File: src/rtl/mips_multicycle_controller_if.sv
// Signal bundle between the multicycle MIPS controller and its datapath.
// The datapath side drives the instruction fields and ALU flag; the controller drives every select and enable.
interface mips_multicycle_controller_if;
  logic [5:0] Op;
  logic [5:0] Funct;
  logic       Zero;
  logic       IorD;
  logic       MemWrite;
  logic       IRWrite;
  logic       RegDst;
  logic       MemtoReg;
  logic       RegWrite;
  logic       ALUSrcA;
  logic [1:0] ALUSrcB;
  logic [2:0] ALUControl;
  logic [1:0] PCSrc;
  logic       PCEn;
  logic [3:0] State;

  modport master (
    output Op, Funct, Zero,
    input  IorD, MemWrite, IRWrite, RegDst, MemtoReg, RegWrite, ALUSrcA,
    input  ALUSrcB, ALUControl, PCSrc, PCEn, State
  );

  modport slave (
    input  Op, Funct, Zero,
    output IorD, MemWrite, IRWrite, RegDst, MemtoReg, RegWrite, ALUSrcA,
    output ALUSrcB, ALUControl, PCSrc, PCEn, State
  );
endinterface

File: src/rtl/mips_multicycle_controller.sv
// Moore control FSM for the multicycle MIPS datapath with a combinational ALU decoder.
// State-decoded controls are registered from the next state, so they line up with the state register.
module mips_multicycle_controller (
  input logic                         clk,
  input logic                         reset,
  mips_multicycle_controller_if.slave bus
);

  typedef enum logic [3:0] {
    S_FETCH    = 4'd0,
    S_DECODE   = 4'd1,
    S_MEMADR   = 4'd2,
    S_MEMRD    = 4'd3,
    S_MEMWB    = 4'd4,
    S_MEMWR    = 4'd5,
    S_EXECUTE  = 4'd6,
    S_ALUWB    = 4'd7,
    S_BRANCH   = 4'd8,
    S_ADDIEXEC = 4'd9,
    S_ADDIWB   = 4'd10,
    S_JUMP     = 4'd11
  } state_t;

  localparam logic [5:0] OP_RTYPE = 6'b000000;
  localparam logic [5:0] OP_LW    = 6'b100011;
  localparam logic [5:0] OP_SW    = 6'b101011;
  localparam logic [5:0] OP_BEQ   = 6'b000100;
  localparam logic [5:0] OP_ADDI  = 6'b001000;
  localparam logic [5:0] OP_J     = 6'b000010;

  typedef struct packed {
    logic       iord;
    logic       mem_write;
    logic       ir_write;
    logic       reg_dst;
    logic       mem_to_reg;
    logic       reg_write;
    logic       alu_src_a;
    logic [1:0] alu_src_b;
    logic [1:0] alu_op;
    logic [1:0] pc_src;
    logic       pc_write;
    logic       branch;
  } ctrl_t;

  function automatic ctrl_t decode_state(input state_t s);
    ctrl_t c;
    c = '0;
    case (s)
      S_FETCH: begin
        c.alu_src_b = 2'b01;
        c.ir_write  = 1'b1;
        c.pc_write  = 1'b1;
      end
      S_DECODE: begin
        c.alu_src_b = 2'b11;
      end
      S_MEMADR, S_ADDIEXEC: begin
        c.alu_src_a = 1'b1;
        c.alu_src_b = 2'b10;
      end
      S_MEMRD: begin
        c.iord = 1'b1;
      end
      S_MEMWB: begin
        c.mem_to_reg = 1'b1;
        c.reg_write  = 1'b1;
      end
      S_MEMWR: begin
        c.iord      = 1'b1;
        c.mem_write = 1'b1;
      end
      S_EXECUTE: begin
        c.alu_src_a = 1'b1;
        c.alu_op    = 2'b10;
      end
      S_ALUWB: begin
        c.reg_dst   = 1'b1;
        c.reg_write = 1'b1;
      end
      S_BRANCH: begin
        c.alu_src_a = 1'b1;
        c.alu_op    = 2'b01;
        c.pc_src    = 2'b01;
        c.branch    = 1'b1;
      end
      S_ADDIWB: begin
        c.reg_write = 1'b1;
      end
      S_JUMP: begin
        c.pc_src   = 2'b10;
        c.pc_write = 1'b1;
      end
      default: c = '0;
    endcase
    return c;
  endfunction

  state_t     r_state;
  state_t     w_next_state;
  ctrl_t      r_ctrl;
  logic [2:0] w_alu_control;

  // Next-state logic; unknown opcodes fall back to FETCH as a no-op.
  always_comb begin
    w_next_state = S_FETCH;
    case (r_state)
      S_FETCH: w_next_state = S_DECODE;
      S_DECODE: begin
        case (bus.Op)
          OP_LW, OP_SW: w_next_state = S_MEMADR;
          OP_RTYPE:     w_next_state = S_EXECUTE;
          OP_BEQ:       w_next_state = S_BRANCH;
          OP_ADDI:      w_next_state = S_ADDIEXEC;
          OP_J:         w_next_state = S_JUMP;
          default:      w_next_state = S_FETCH;
        endcase
      end
      S_MEMADR: begin
        if (bus.Op == OP_SW) begin
          w_next_state = S_MEMWR;
        end else begin
          w_next_state = S_MEMRD;
        end
      end
      S_MEMRD:    w_next_state = S_MEMWB;
      S_EXECUTE:  w_next_state = S_ALUWB;
      S_ADDIEXEC: w_next_state = S_ADDIWB;
      default:    w_next_state = S_FETCH;
    endcase
  end

  // State register and controls decoded from the state being entered.
  always_ff @(posedge clk) begin
    if (reset) begin
      r_state <= S_FETCH;
      r_ctrl  <= decode_state(S_FETCH);
    end else begin
      r_state <= w_next_state;
      r_ctrl  <= decode_state(w_next_state);
    end
  end

  // ALU decoder: Funct only matters when the FSM requests an R-type operation.
  always_comb begin
    w_alu_control = 3'b010;
    case (r_ctrl.alu_op)
      2'b00: w_alu_control = 3'b010;
      2'b01: w_alu_control = 3'b110;
      2'b10: begin
        case (bus.Funct)
          6'b100000: w_alu_control = 3'b010;
          6'b100010: w_alu_control = 3'b110;
          6'b100100: w_alu_control = 3'b000;
          6'b100101: w_alu_control = 3'b001;
          6'b101010: w_alu_control = 3'b111;
          default:   w_alu_control = 3'b010;
        endcase
      end
      default: w_alu_control = 3'b010;
    endcase
  end

  // Architectural write enables are gated by reset so nothing changes while it is held.
  assign bus.IorD       = r_ctrl.iord;
  assign bus.MemWrite   = r_ctrl.mem_write & ~reset;
  assign bus.IRWrite    = r_ctrl.ir_write & ~reset;
  assign bus.RegDst     = r_ctrl.reg_dst;
  assign bus.MemtoReg   = r_ctrl.mem_to_reg;
  assign bus.RegWrite   = r_ctrl.reg_write & ~reset;
  assign bus.ALUSrcA    = r_ctrl.alu_src_a;
  assign bus.ALUSrcB    = r_ctrl.alu_src_b;
  assign bus.ALUControl = w_alu_control;
  assign bus.PCSrc      = r_ctrl.pc_src;
  assign bus.PCEn       = ~reset & (r_ctrl.pc_write | (r_ctrl.branch & bus.Zero));
  assign bus.State      = r_state;

endmodule

File: src/flat_wrapper.sv
// flat-port wrapper written by rule: the top's interface ports become plain ports
module mips_multicycle_controller_flat 
  (clk, reset, bus_Op, bus_Funct, bus_Zero, bus_IorD, bus_MemWrite, bus_IRWrite, bus_RegDst, bus_MemtoReg, bus_RegWrite, bus_ALUSrcA, bus_ALUSrcB, bus_ALUControl, bus_PCSrc, bus_PCEn, bus_State);
  mips_multicycle_controller_if bus_i ();
  input logic clk;
  input logic reset;
  input wire logic [$bits(bus_i.Op)-1:0] bus_Op;
  input wire logic [$bits(bus_i.Funct)-1:0] bus_Funct;
  input wire logic [$bits(bus_i.Zero)-1:0] bus_Zero;
  output wire logic [$bits(bus_i.IorD)-1:0] bus_IorD;
  output wire logic [$bits(bus_i.MemWrite)-1:0] bus_MemWrite;
  output wire logic [$bits(bus_i.IRWrite)-1:0] bus_IRWrite;
  output wire logic [$bits(bus_i.RegDst)-1:0] bus_RegDst;
  output wire logic [$bits(bus_i.MemtoReg)-1:0] bus_MemtoReg;
  output wire logic [$bits(bus_i.RegWrite)-1:0] bus_RegWrite;
  output wire logic [$bits(bus_i.ALUSrcA)-1:0] bus_ALUSrcA;
  output wire logic [$bits(bus_i.ALUSrcB)-1:0] bus_ALUSrcB;
  output wire logic [$bits(bus_i.ALUControl)-1:0] bus_ALUControl;
  output wire logic [$bits(bus_i.PCSrc)-1:0] bus_PCSrc;
  output wire logic [$bits(bus_i.PCEn)-1:0] bus_PCEn;
  output wire logic [$bits(bus_i.State)-1:0] bus_State;
  assign bus_i.Op = bus_Op;
  assign bus_i.Funct = bus_Funct;
  assign bus_i.Zero = bus_Zero;
  assign bus_IorD = bus_i.IorD;
  assign bus_MemWrite = bus_i.MemWrite;
  assign bus_IRWrite = bus_i.IRWrite;
  assign bus_RegDst = bus_i.RegDst;
  assign bus_MemtoReg = bus_i.MemtoReg;
  assign bus_RegWrite = bus_i.RegWrite;
  assign bus_ALUSrcA = bus_i.ALUSrcA;
  assign bus_ALUSrcB = bus_i.ALUSrcB;
  assign bus_ALUControl = bus_i.ALUControl;
  assign bus_PCSrc = bus_i.PCSrc;
  assign bus_PCEn = bus_i.PCEn;
  assign bus_State = bus_i.State;
  mips_multicycle_controller u_core (.clk(clk), .reset(reset), .bus(bus_i));
endmodule
File: config.mk
export PLATFORM = sky130hd
export DESIGN_NAME = mips_multicycle_controller_flat
export DESIGN_NICKNAME = d
export VERILOG_FILES = /design/src/rtl/mips_multicycle_controller_if.sv /design/src/rtl/mips_multicycle_controller.sv /design/src/flat_wrapper.sv
export SDC_FILE = /design/constraint.sdc
export NUM_CORES = 1
export LEC_CHECK = 0
export ABC_CLOCK_PERIOD_IN_PS = 1700
export CAP_MARGIN = 20
export CORE_MARGIN = 4
export CORE_UTILIZATION = 39
export CTS_CLUSTER_DIAMETER = 100
export DETAILED_ROUTE_END_ITERATION = 8
export PLACE_DENSITY_LB_ADDON = 0.25
export SETUP_SLACK_MARGIN = 0.2
export SYNTH_ARGS = -nofsm -noshare
export SYNTH_HDL_FRONTEND = slang
export SYNTH_SLANG_ARGS = --single-unit
File: constraint.sdc
create_clock -name clk -period 1.7 [get_ports clk]
set_input_delay 0.17 -clock clk [delete_from_list [all_inputs] [get_ports clk]]
set_output_delay 0.17 -clock clk [all_outputs]
set_load 0.03 [all_outputs]
Word-level counts from Yosys, hierarchy flattened:

Cells that the tools add are included.

* register bits after elaboration: 19
* output and inout port bits: 19
* word-level logic and storage cells: 73

* multiplexer cells: 17
* reduce and logical (&&, ||, !) cells: 9
* bitwise logic cells: 7
* equal/unequal tests: 27

Operators with widths (number)
* equality test 6 bit (second input constant): 6
* case mux 4 bit (6 select lines): 1
* equality test 4 x 3 -> 1 bit (second input constant): 5
* equality test 4 bit (second input constant): 5
* case mux 4 bit (5 select lines): 1
* equality test 4 x 2 -> 1 bit (second input constant): 4
* case mux 3 bit (4 select lines): 1
* 2-to-1 mux 1 bit: 9
* equality test 4 x 1 -> 1 bit (second input constant): 2
* zero test 4 bit: 2
* case mux 2 bit (2 select lines): 2
* OR reduction 2 bit: 4
* equality test 6 x 2 -> 1 bit (second input constant): 1
* equality test 6 x 3 -> 1 bit (second input constant): 1
* equality test 6 x 4 -> 1 bit (second input constant): 1
* zero test 6 bit: 1
* case mux 2 bit (3 select lines): 1
* case mux 3 bit (2 select lines): 1
* AND 1 bit: 5
* OR reduction 4 bit: 1
* 2-to-1 mux 3 bit: 1
* OR reduction 3 bit: 1
* equality test 2 x 1 -> 1 bit (second input constant): 1
* equality test 2 bit (second input constant): 1
* 2 further kinds: 2

Logic depth before layout (Yosys ltp):

Gate-level depths: netlist of run 1.

* depth after elaboration: 7
* mapped depth: 6

Worst setup path before layout of run 1:

No wires, ideal clock.

* path type: reg2reg
* start point: register u_core.r_state[0], in the netlist u_core.bus.State[0]
* end point: register u_core.r_ctrl[1] (netlist bit)
* data arrival time: 1.970 ns
* setup slack: -0.390 ns
* library setup time: 0.120 ns
* stages on the path, launching flop included: 6
* required time: 1.580 ns
* period minus slack after synthesis: 2.090 ns
* cell sequence: dfxtp_1 -> or3b_1 -> or4b_4 -> o31ai_4 -> nor4b_2 -> a211o_1

* longest elaborated chain between the ends: 5
* elaborated cells on any way between the ends: 11
* those cells by class: eq/ne: 6; mux: 2; reduce/logical: 3

RTL lines
* start, declared: RTL line mips_multicycle_controller.sv:99 `state_t r_state;`
* start signal, assigned: RTL line mips_multicycle_controller.sv:139 `r_state <= w_next_state;`
* equality test 4 bit, or another cell as far along: RTL line mips_multicycle_controller.sv:107 `case (r_state)`
* case mux 4 bit (6 select lines) (*): RTL line mips_multicycle_controller.sv:107
* equality test 4 bit or zero test 4 bit (tied branches): RTL line mips_multicycle_controller.sv:49 `case (s)`
* OR reduction 2 bit (no line) (*)
* 2-to-1 mux 1 bit (*): RTL line mips_multicycle_controller.sv:49
* end signal, assigned: RTL line mips_multicycle_controller.sv:137 `r_ctrl <= decode_state(S_FETCH);`
* end signal, assigned: RTL line mips_multicycle_controller.sv:140 `r_ctrl <= decode_state(w_next_state);`
* end, declared: RTL line mips_multicycle_controller.sv:101 `ctrl_t r_ctrl;`

Every way passes the cells marked *; elsewhere a longest branch is shown, timed or not.
A chain may end at the register's enable or synchronous reset.

Final worst setup path of run 1:

* start point: register u_core.r_state[2], in the netlist u_core.bus.State[2]
* end point: register u_core.r_ctrl[1] (netlist bit)

Same word-level chain as after synthesis.

==> out/qor.tcl, run 1 <==
set qor(gp_routability_congestion) 0.8557
set qor(grt_util_all_layers_pct) 19.37
set qor(path_cells) {or3b_4, buf_6, a2111o_1, nand3_4, nor4b_4, a211o_1}
set qor(tritoncts_clock_tree) {done}
set qor(fillCellCount) 133
set qor(cp_top_family) {compound AO/OA/AOI/OAI gates}
set qor(core.rowCount) 17
set qor(final_core_util_pct) 82.52
set qor(die-area_mm2) 0.003315
set qor(cts-htree-levels) 1
set qor(critical_path.startpoint) {u_core.bus.State[2]$_SDFF_PP0_}
set qor(initial_drt_markers) 12
set qor(max-slew-margin-rel_pct) 67.51
set qor(cellLeakagePower_nw) 0.8390
set qor(synthesis.area_um2) 958.4
set qor(nNetsFinal) 191
set qor(cts.sinks) 18
set qor(clock_insertion_delay_worst_skew_ps) 290
set qor(synthToLayoutAreaGrowth_pct) 95.95
set qor(r2r_cells) 6
set qor(path_depth) 6
set qor(boundaryPins) 34
set qor(finalSetupTns_ps) -2101
set qor(total_core_area_mm2) 0.002276
set qor(min_period_ps) 1882
set qor(rsz0062_at_grt) {yes}
set qor(global_route.overflow_total) 0
set qor(r2r_slack_ps) -180
set qor(setup.worst_path.end_class) {register}
set qor(ys_warn_count) 0
set qor(min_from) {reset}
set qor(critical-path-slowest-cell) {sky130_fd_sc_hd__a2111o_1}
set qor(yosys.area.top_type_share_pct) 37.60
set qor(synth_seq_cells) 18
set qor(most_frequent_cells_in_the_layout) {sky130_fd_sc_hd__buf_4 (34), sky130_fd_sc_hd__dfxtp_1 (13), sky130_fd_sc_hd__dlygate4sd2_1 (12), sky130_fd_sc_hd__clkdlybuf4s50_1 (12), sky130_fd_sc_hd__buf_6 (10)}
set qor(ant_nets) 0
set qor(worst_hold_slack_ps) 524.9
set qor(cap_violations) 0
set qor(cts_buffers) 3
set qor(ys_seq_area_share_pct) 37.60
set qor(violations) {setup timing}
set qor(worst-path-max-fanout) 5
set qor(cts_hold_buf) 0
set qor(netlist_instances) 106
set qor(crit_type) {reg -> reg}
set qor(n_antenna_cell) 0
set qor(antenna_found_initial) 0
set qor(vdd_drop_max_mv) 0.5769
set qor(fmax_mhz) 531.4
set qor(multiInputGateArea_um2) 809.5
set qor(synthesis.area_per_instance_um2) 9.042
set qor(worst_ep_required_time_ps) 1900
set qor(post_layout_nonfiller_instances) 201
set qor(placedCellCount) 189
set qor(floorplan.initialDensity_pct) 42.11
set qor(postLayoutSetupSlackWorst_ps) -181.9
set qor(critical_path.max_stage_delay_ps) 450
set qor(status) {finished with violations}
set qor(largest_area_contributor_in_the_netlist) {sky130_fd_sc_hd__dfxtp_1}
set qor(worstSetupStartpointType) {register}
set qor(vias_in_the_first_global_route) 1069
set qor(cts.root.buffer_cell) {sky130_fd_sc_hd__clkbuf_4}
set qor(die_y_um) 57.58
set qor(drive_gt1_share_pct) 53.76
set qor(crit_path_end) {u_core.r_ctrl[1]$_SDFF_PP1_}
set qor(finalWirelength_um) 3419
set qor(maximum_number_of_pins_on_one_net_before_global_route_repair) 11
set qor(finalCritPeriodShare_pct) 110.7
set qor(critical_path_buf_inv_count) 1
set qor(detailroute.via_count) 1113
set qor(post_synth_num_cell_types) 44
set qor(tightestPinTransition_ps) 486.3
set qor(cp_data_arrival_time_ps) 2080
set qor(floorplan.die.width_um) 57.58
set qor(area.sequential_um2) 371.6
set qor(synth.area.top_cells) {sky130_fd_sc_hd__dfxtp_1 (38%), sky130_fd_sc_hd__nor2_1 (3.5%), sky130_fd_sc_hd__nor2b_1 (3.3%), sky130_fd_sc_hd__buf_4 (3.1%), sky130_fd_sc_hd__xnor2_1 (2.7%)}
set qor(synth_fp_nets) 123
set qor(timing_hold_violations_final) 0
set qor(io_buffers) 33
set qor(powerDensity_mw_per_mm2) 510.6
set qor(r2r-start) {u_core.bus.State[2]$_SDFF_PP0_}
set qor(finalSetupViolations) 17
set qor(final_common_cell) {sky130_fd_sc_hd__buf_4}
set qor(dr.pass1.iters) 4
set qor(hold_class) {in -> reg}
set qor(place_hpwl_um) 2047
set qor(route.detailed.wl_per_inst_um) 17.01
set qor(report.final.slew_viol_count) 0
set qor(remaining_drc_errors) 0
set qor(clk_path_buf_depth) 2
set qor(dpl_worst_slack_ps) -553.5
set qor(fin_worst_skew_ps) 7.071
set qor(r2r_end) {u_core.r_ctrl[1]$_SDFF_PP1_}
set qor(grt_first_pass_wirelength_um) 4926
set qor(clock_pin_slew_on_the_worst_setup_and_hold_paths_ps) 100
set qor(vias_per_cell) 5.537
-- logic make-up after synthesis --
logic type      count (synthesis)  share of synthesized area (%)
buf+inv                        11                          5.874
fa+ha+maj                       2                          2.611
xor+xnor                        3                          2.742
flops                          18                          37.60
simple gates                   50                          32.64
compound gates                 22                          18.54
-- flip-flops by register name, indices dropped and copies added (netlist names) --
name	cells
u_core.r_ctrl	6
u_core.bus.State	4
u_core.bus.ALUSrcB	2
u_core.bus.PCSrc	2
u_core.bus.ALUSrcA	1
u_core.bus.IorD	1
u_core.bus.MemtoReg	1
u_core.bus.RegDst	1
-- per-stage QoR --
stage	instance area, µm²	power (mW)
global placement	1535	0.6482
detailed placement	1535	0.6527
floorplan	1008	0.5483
CTS	1719	0.9215
finish	1878	0.9589
global route	1878	1.004
-- cells in the mapped netlist (all sizes together) --
master,number
a211o,1
ha,2
or3,3
nor4bb,1
nand4,1
nand3b,2
nor2b,5
or2,2
and2,1
o32ai,1
nor4b,1
nand3,5
o211a,1
or4b,2
nor3,3
a31oi,3
inv,4
a22oi,1
o21a,1
dfxtp,18
nor4,3
nor3b,3
o21bai,1
nand2b,2
o21ai,2
nor2,9
nand2,4
a2111o,1
o31ai,3
clkbuf,3
a21oi,3
o41a,1
a21boi,2
buf,4
or3b,3
o22ai,1
xnor2,3
-- how the worst min path moves through the flow --
stage	end	cells after the start
2_1_floorplan	u_core.bus.ALUSrcA$_SDFF_PP0_	3
3_3_place_gp	u_core.bus.State[1]$_SDFF_PP0_	3
3_5_place_dp	u_core.bus.State[1]$_SDFF_PP0_	3
4_1_cts	u_core.bus.State[3]$_SDFF_PP0_	2
5_1_grt	u_core.bus.State[3]$_SDFF_PP0_	2
6_report	u_core.bus.State[3]$_SDFF_PP0_	2
-- layout make-up --
class,instances,share of cell area (%)
multi-input combinational,77,43.10
clock buffer,4,1.932
sequential,18,19.79
timing repair buffer,70,32.51
inverter,4,0.7995
tap,28,1.865
-- power breakdown --
group	total [mW]	internal (mW)	leakage (nW)	switching, mW
Sequential	0.435	0.431	0.149	0.00403
Combinational	0.266	0.132	0.669	0.133
Clock	0.258	0.131	0.0210	0.128
Total	0.959	0.694	0.839	0.265
-- layer usage --
layer	part of all wire, %	vias to the layer above	track usage (%)
met4	4.4	0	6.954
li1	-	521	-
met2	54	51	36.77
met3	5.4	20	4.299
met1	37	521	20.52
met5	0	-	0
-- repair_timing --
action | CTS | global route
setup buffers | 5 | 3
gates resized for setup | 50 | 27
endpoints found under the setup margin | 24 | 23
pin swaps | 15 | 14
No activity file was read; power rests on OpenSTA's default activity.
==> inputs of run 2 (changes only) <==
--- a/config.mk
+++ b/config.mk
@@ -7,12 +7,13 @@
 export LEC_CHECK = 0
 export ABC_CLOCK_PERIOD_IN_PS = 1700
 export CAP_MARGIN = 20
-export CORE_MARGIN = 4
+export CORE_MARGIN = 5
 export CORE_UTILIZATION = 39
-export CTS_CLUSTER_DIAMETER = 100
+export CTS_CLUSTER_DIAMETER = 50
 export DETAILED_ROUTE_END_ITERATION = 8
 export PLACE_DENSITY_LB_ADDON = 0.25
 export SETUP_SLACK_MARGIN = 0.2
+export SLEW_MARGIN = 20
 export SYNTH_ARGS = -nofsm -noshare
 export SYNTH_HDL_FRONTEND = slang
 export SYNTH_SLANG_ARGS = --single-unit
==> run 2 against run 1 <==
Net effect: the flow still finishes with violations (setup timing); sequential power about the same; combinational power down 12%; total power down 2.2%; setup slack worse by 1.2 ps; first-iteration DRC count up 50%; hold slack worse by 290 ps; non-clock buffer count down 2; critical endpoint unchanged.
==> out/qor.tcl, run 2 (synthesized netlist as in run 1, its figures left out) <==
set qor(ant_nets) 0 ;# unchanged
set qor(post_layout_nonfiller_instances) 201 ;# unchanged
set qor(critical_path_buf_inv_count) 0 ;# was 1
set qor(grt_util_all_layers_pct) 18.02 ;# was 19.37%
set qor(route.detailed.wl_per_inst_um) 15.49 ;# was 17.01 µm
set qor(fillCellCount) 169 ;# was 133
set qor(hold_path_depth) 2 ;# unchanged
set qor(rsz0062_at_grt) {yes} ;# unchanged
set qor(finalSetupTns_ps) -1369 ;# was -2101 ps
set qor(boundaryPins) 34 ;# unchanged
set qor(gp_routability_congestion) 0.8949 ;# was 0.8557
set qor(fmax_mhz) 531.1 ;# was 531.4 MHz
set qor(clk_path_buf_depth) 2 ;# unchanged
set qor(hold_class) {in -> reg} ;# unchanged
set qor(worst-path-max-fanout) 4 ;# was 5
set qor(cap_violations) 0 ;# unchanged
set qor(synthToLayoutAreaGrowth_pct) 89.69 ;# was 95.95%
set qor(cts_buffers) 3 ;# unchanged
set qor(clock_insertion_delay_worst_skew_ps) 300 ;# was 290 ps
set qor(n_antenna_cell) 0 ;# unchanged
set qor(setup.worst_path.end_class) {register} ;# unchanged
set qor(cp_data_arrival_time_ps) 2080 ;# about the same
set qor(clock_pin_slew_on_the_worst_setup_and_hold_paths_ps) 110 ;# was 100 ps
set qor(die-area_mm2) 0.003549 ;# was 0.003315 mm²
set qor(floorplan.die.width_um) 59.58 ;# was 57.58 µm
set qor(detailroute.via_count) 1056 ;# was 1,113
set qor(powerDensity_mw_per_mm2) 515.8 ;# was 510.6 mW/mm²
set qor(drive_gt1_share_pct) 49.71 ;# was 53.76%
set qor(dr.pass1.iters) 4 ;# unchanged
set qor(cellLeakagePower_nw) 0.8329 ;# was 0.8390 nW
set qor(die_y_um) 59.58 ;# was 57.58 µm
set qor(postLayoutSetupSlackWorst_ps) -183.0 ;# was -181.9 ps
set qor(cts.sinks) 18 ;# unchanged
set qor(finalCritPeriodShare_pct) 110.8 ;# was 110.7%
set qor(r2r_cells) 5 ;# was 6
set qor(core.rowCount) 18 ;# was 17
set qor(initial_drt_markers) 18 ;# was 12
set qor(path_cells) {or3b_4, or4b_4, o31ai_4, nor4b_2, a211o_1} ;# was or3b_4, buf_6, a2111o_1, nand3_4, nor4b_4, a211o_1
set qor(critical_path.max_stage_delay_ps) 570 ;# was 450 ps
set qor(tritoncts_clock_tree) {done} ;# unchanged
set qor(final_common_cell) {sky130_fd_sc_hd__buf_4} ;# unchanged
set qor(status) {finished with violations} ;# unchanged
set qor(cts.root.buffer_cell) {sky130_fd_sc_hd__clkbuf_4} ;# unchanged
set qor(floorplan.initialDensity_pct) 39.77 ;# was 42.11%
set qor(nNetsFinal) 189 ;# was 191
set qor(vias_in_the_first_global_route) 1100 ;# was 1,069
set qor(grt_first_pass_wirelength_um) 4823 ;# was 4926 µm
set qor(crit_type) {reg -> reg} ;# unchanged
set qor(place_hpwl_um) 2139 ;# was 2047 µm
set qor(most_frequent_cells_in_the_layout) {sky130_fd_sc_hd__buf_4 (32), sky130_fd_sc_hd__dfxtp_1 (13), sky130_fd_sc_hd__clkdlybuf4s50_1 (11), sky130_fd_sc_hd__dlygate4sd2_1 (10), sky130_fd_sc_hd__buf_6 (10)} ;# was sky130_fd_sc_hd__buf_4 (34), sky130_fd_sc_hd__dfxtp_1 (13), sky130_fd_sc_hd__dlygate4sd2_1 (12), sky130_fd_sc_hd__clkdlybuf4s50_1 (12), sky130_fd_sc_hd__buf_6 (10)
set qor(finalSetupViolations) 14 ;# was 17
set qor(max-slew-margin-rel_pct) 74.82 ;# was 67.51%
set qor(vdd_drop_max_mv) 0.4244 ;# was 0.5769 mV
set qor(report.final.slew_viol_count) 0 ;# unchanged
set qor(cp_top_family) {simple AND/OR/NAND/NOR gates} ;# was compound AO/OA/AOI/OAI gates
set qor(min_period_ps) 1883 ;# was 1882 ps
set qor(remaining_drc_errors) 0 ;# unchanged
set qor(cts-htree-levels) 1 ;# unchanged
set qor(worst_hold_slack_ps) 234.4 ;# was 524.9 ps
set qor(regMostFlops) {u_core.r_ctrl} ;# unchanged
set qor(tightestPinTransition_ps) 376.9 ;# was 486.3 ps
set qor(maximum_number_of_pins_on_one_net_before_global_route_repair) 15 ;# was 11
set qor(worstSetupStartpointType) {register} ;# unchanged
set qor(global_route.overflow_total) 0 ;# unchanged
set qor(total_power_uw) 937.7 ;# was 958.9 µW
set qor(finalWirelength_um) 3113 ;# was 3419 µm
set qor(vias_per_cell) 5.254 ;# was 5.537
set qor(fin_worst_skew_ps) 6.893 ;# was 7.071 ps
set qor(violations) {setup timing} ;# unchanged
set qor(antenna_found_initial) 0 ;# unchanged
set qor(total_core_area_mm2) 0.002410 ;# was 0.002276 mm²
set qor(worst_ep_required_time_ps) 1890 ;# was 1900 ps
set qor(timing_hold_violations_final) 0 ;# unchanged
set qor(critical-path-slowest-cell) {sky130_fd_sc_hd__or4b_4} ;# was sky130_fd_sc_hd__a2111o_1
set qor(io_buffers) 33 ;# unchanged
set qor(number_of_flip_flops_under_the_largest_register_name) 6 ;# unchanged
set qor(placedCellCount) 192 ;# was 189
set qor(path_depth) 5 ;# was 6
## run 2: timing repair
action	CTS	global route
setup buffers	5	0
endpoints found under the setup margin	25	25
hold buffers	0	0
gates resized for setup	47	19
pin swaps	10	12
## run 2: area by class of cell
class	instances	area [µm²]	area share, %
multi-input cells	77	742.0	40.81
repair buffers	68	613.1	33.72
flip-flops and latches	18	374.1	20.58
well taps	30	37.54	2.065
clock buffers	4	36.28	1.996
inverters	4	15.01	0.8259
## run 2: metal layers
layer / share of wire (%) / track usage (%)
met5: 0 / 0
met4: 3.2 / 10.44
met3: 5.4 / 3.268
met2: 52 / 31.67
met1: 39 / 20.08
## run 2: stage by stage
step | cell area [µm²] | setup slack, ps | utilization [%]
2_1_floorplan | 1008 | -181.1 | -
3_3_place_gp | 1545 | -504.3 | 64.12
3_5_place_dp | 1545 | -558.7 | 64.12
4_1_cts | 1724 | -169.7 | 71.55
5_1_grt | 1818 | -228.4 | 75.44
6_report | 1818 | -183.0 | 75.44
## run 2: power by group
group          leakage [nW]  switching [mW]  internal (mW)  total [mW]
sequential            0.150         0.00361          0.430       0.433
combinational         0.662           0.115          0.118       0.233
clock                0.0210           0.141          0.131       0.272
total                 0.833           0.259          0.678       0.938
## run 2: worst register-to-register path, cell delays in order, from the launching register on
cell and delay (ps):
sky130_fd_sc_hd__dfxtp_4 380, sky130_fd_sc_hd__or3b_4 400, sky130_fd_sc_hd__or4b_4 570, sky130_fd_sc_hd__o31ai_4 100, sky130_fd_sc_hd__nor4b_2 100, sky130_fd_sc_hd__a211o_1 230
## run 2: worst paths after layout
| kind | startpoint | to | slack, ps |
|---|---|---|---|
| worst max-delay path | u_core.bus.State[2]$_SDFF_PP0_ | u_core.r_ctrl[1]$_SDFF_PP1_ | -180 |
| worst min-delay path | reset | u_core.bus.State[0]$_SDFF_PP0_ | 230 |
| worst max register to register | u_core.bus.State[2]$_SDFF_PP0_ | u_core.r_ctrl[1]$_SDFF_PP1_ | -180 |
| worst min register to register | u_core.bus.State[2]$_SDFF_PP0_ | u_core.bus.State[0]$_SDFF_PP0_ | 790 |
==> inputs of run 3 (changes only) <==
--- a/config.mk
+++ b/config.mk
@@ -11,6 +11,7 @@
 export CORE_UTILIZATION = 39
 export CTS_CLUSTER_DIAMETER = 50
 export DETAILED_ROUTE_END_ITERATION = 8
+export HOLD_SLACK_MARGIN = 0.1
 export PLACE_DENSITY_LB_ADDON = 0.25
 export SETUP_SLACK_MARGIN = 0.2
 export SLEW_MARGIN = 20
==> results of run 3 <==
Final layout, timing and power as in run 2 (identical DEF).
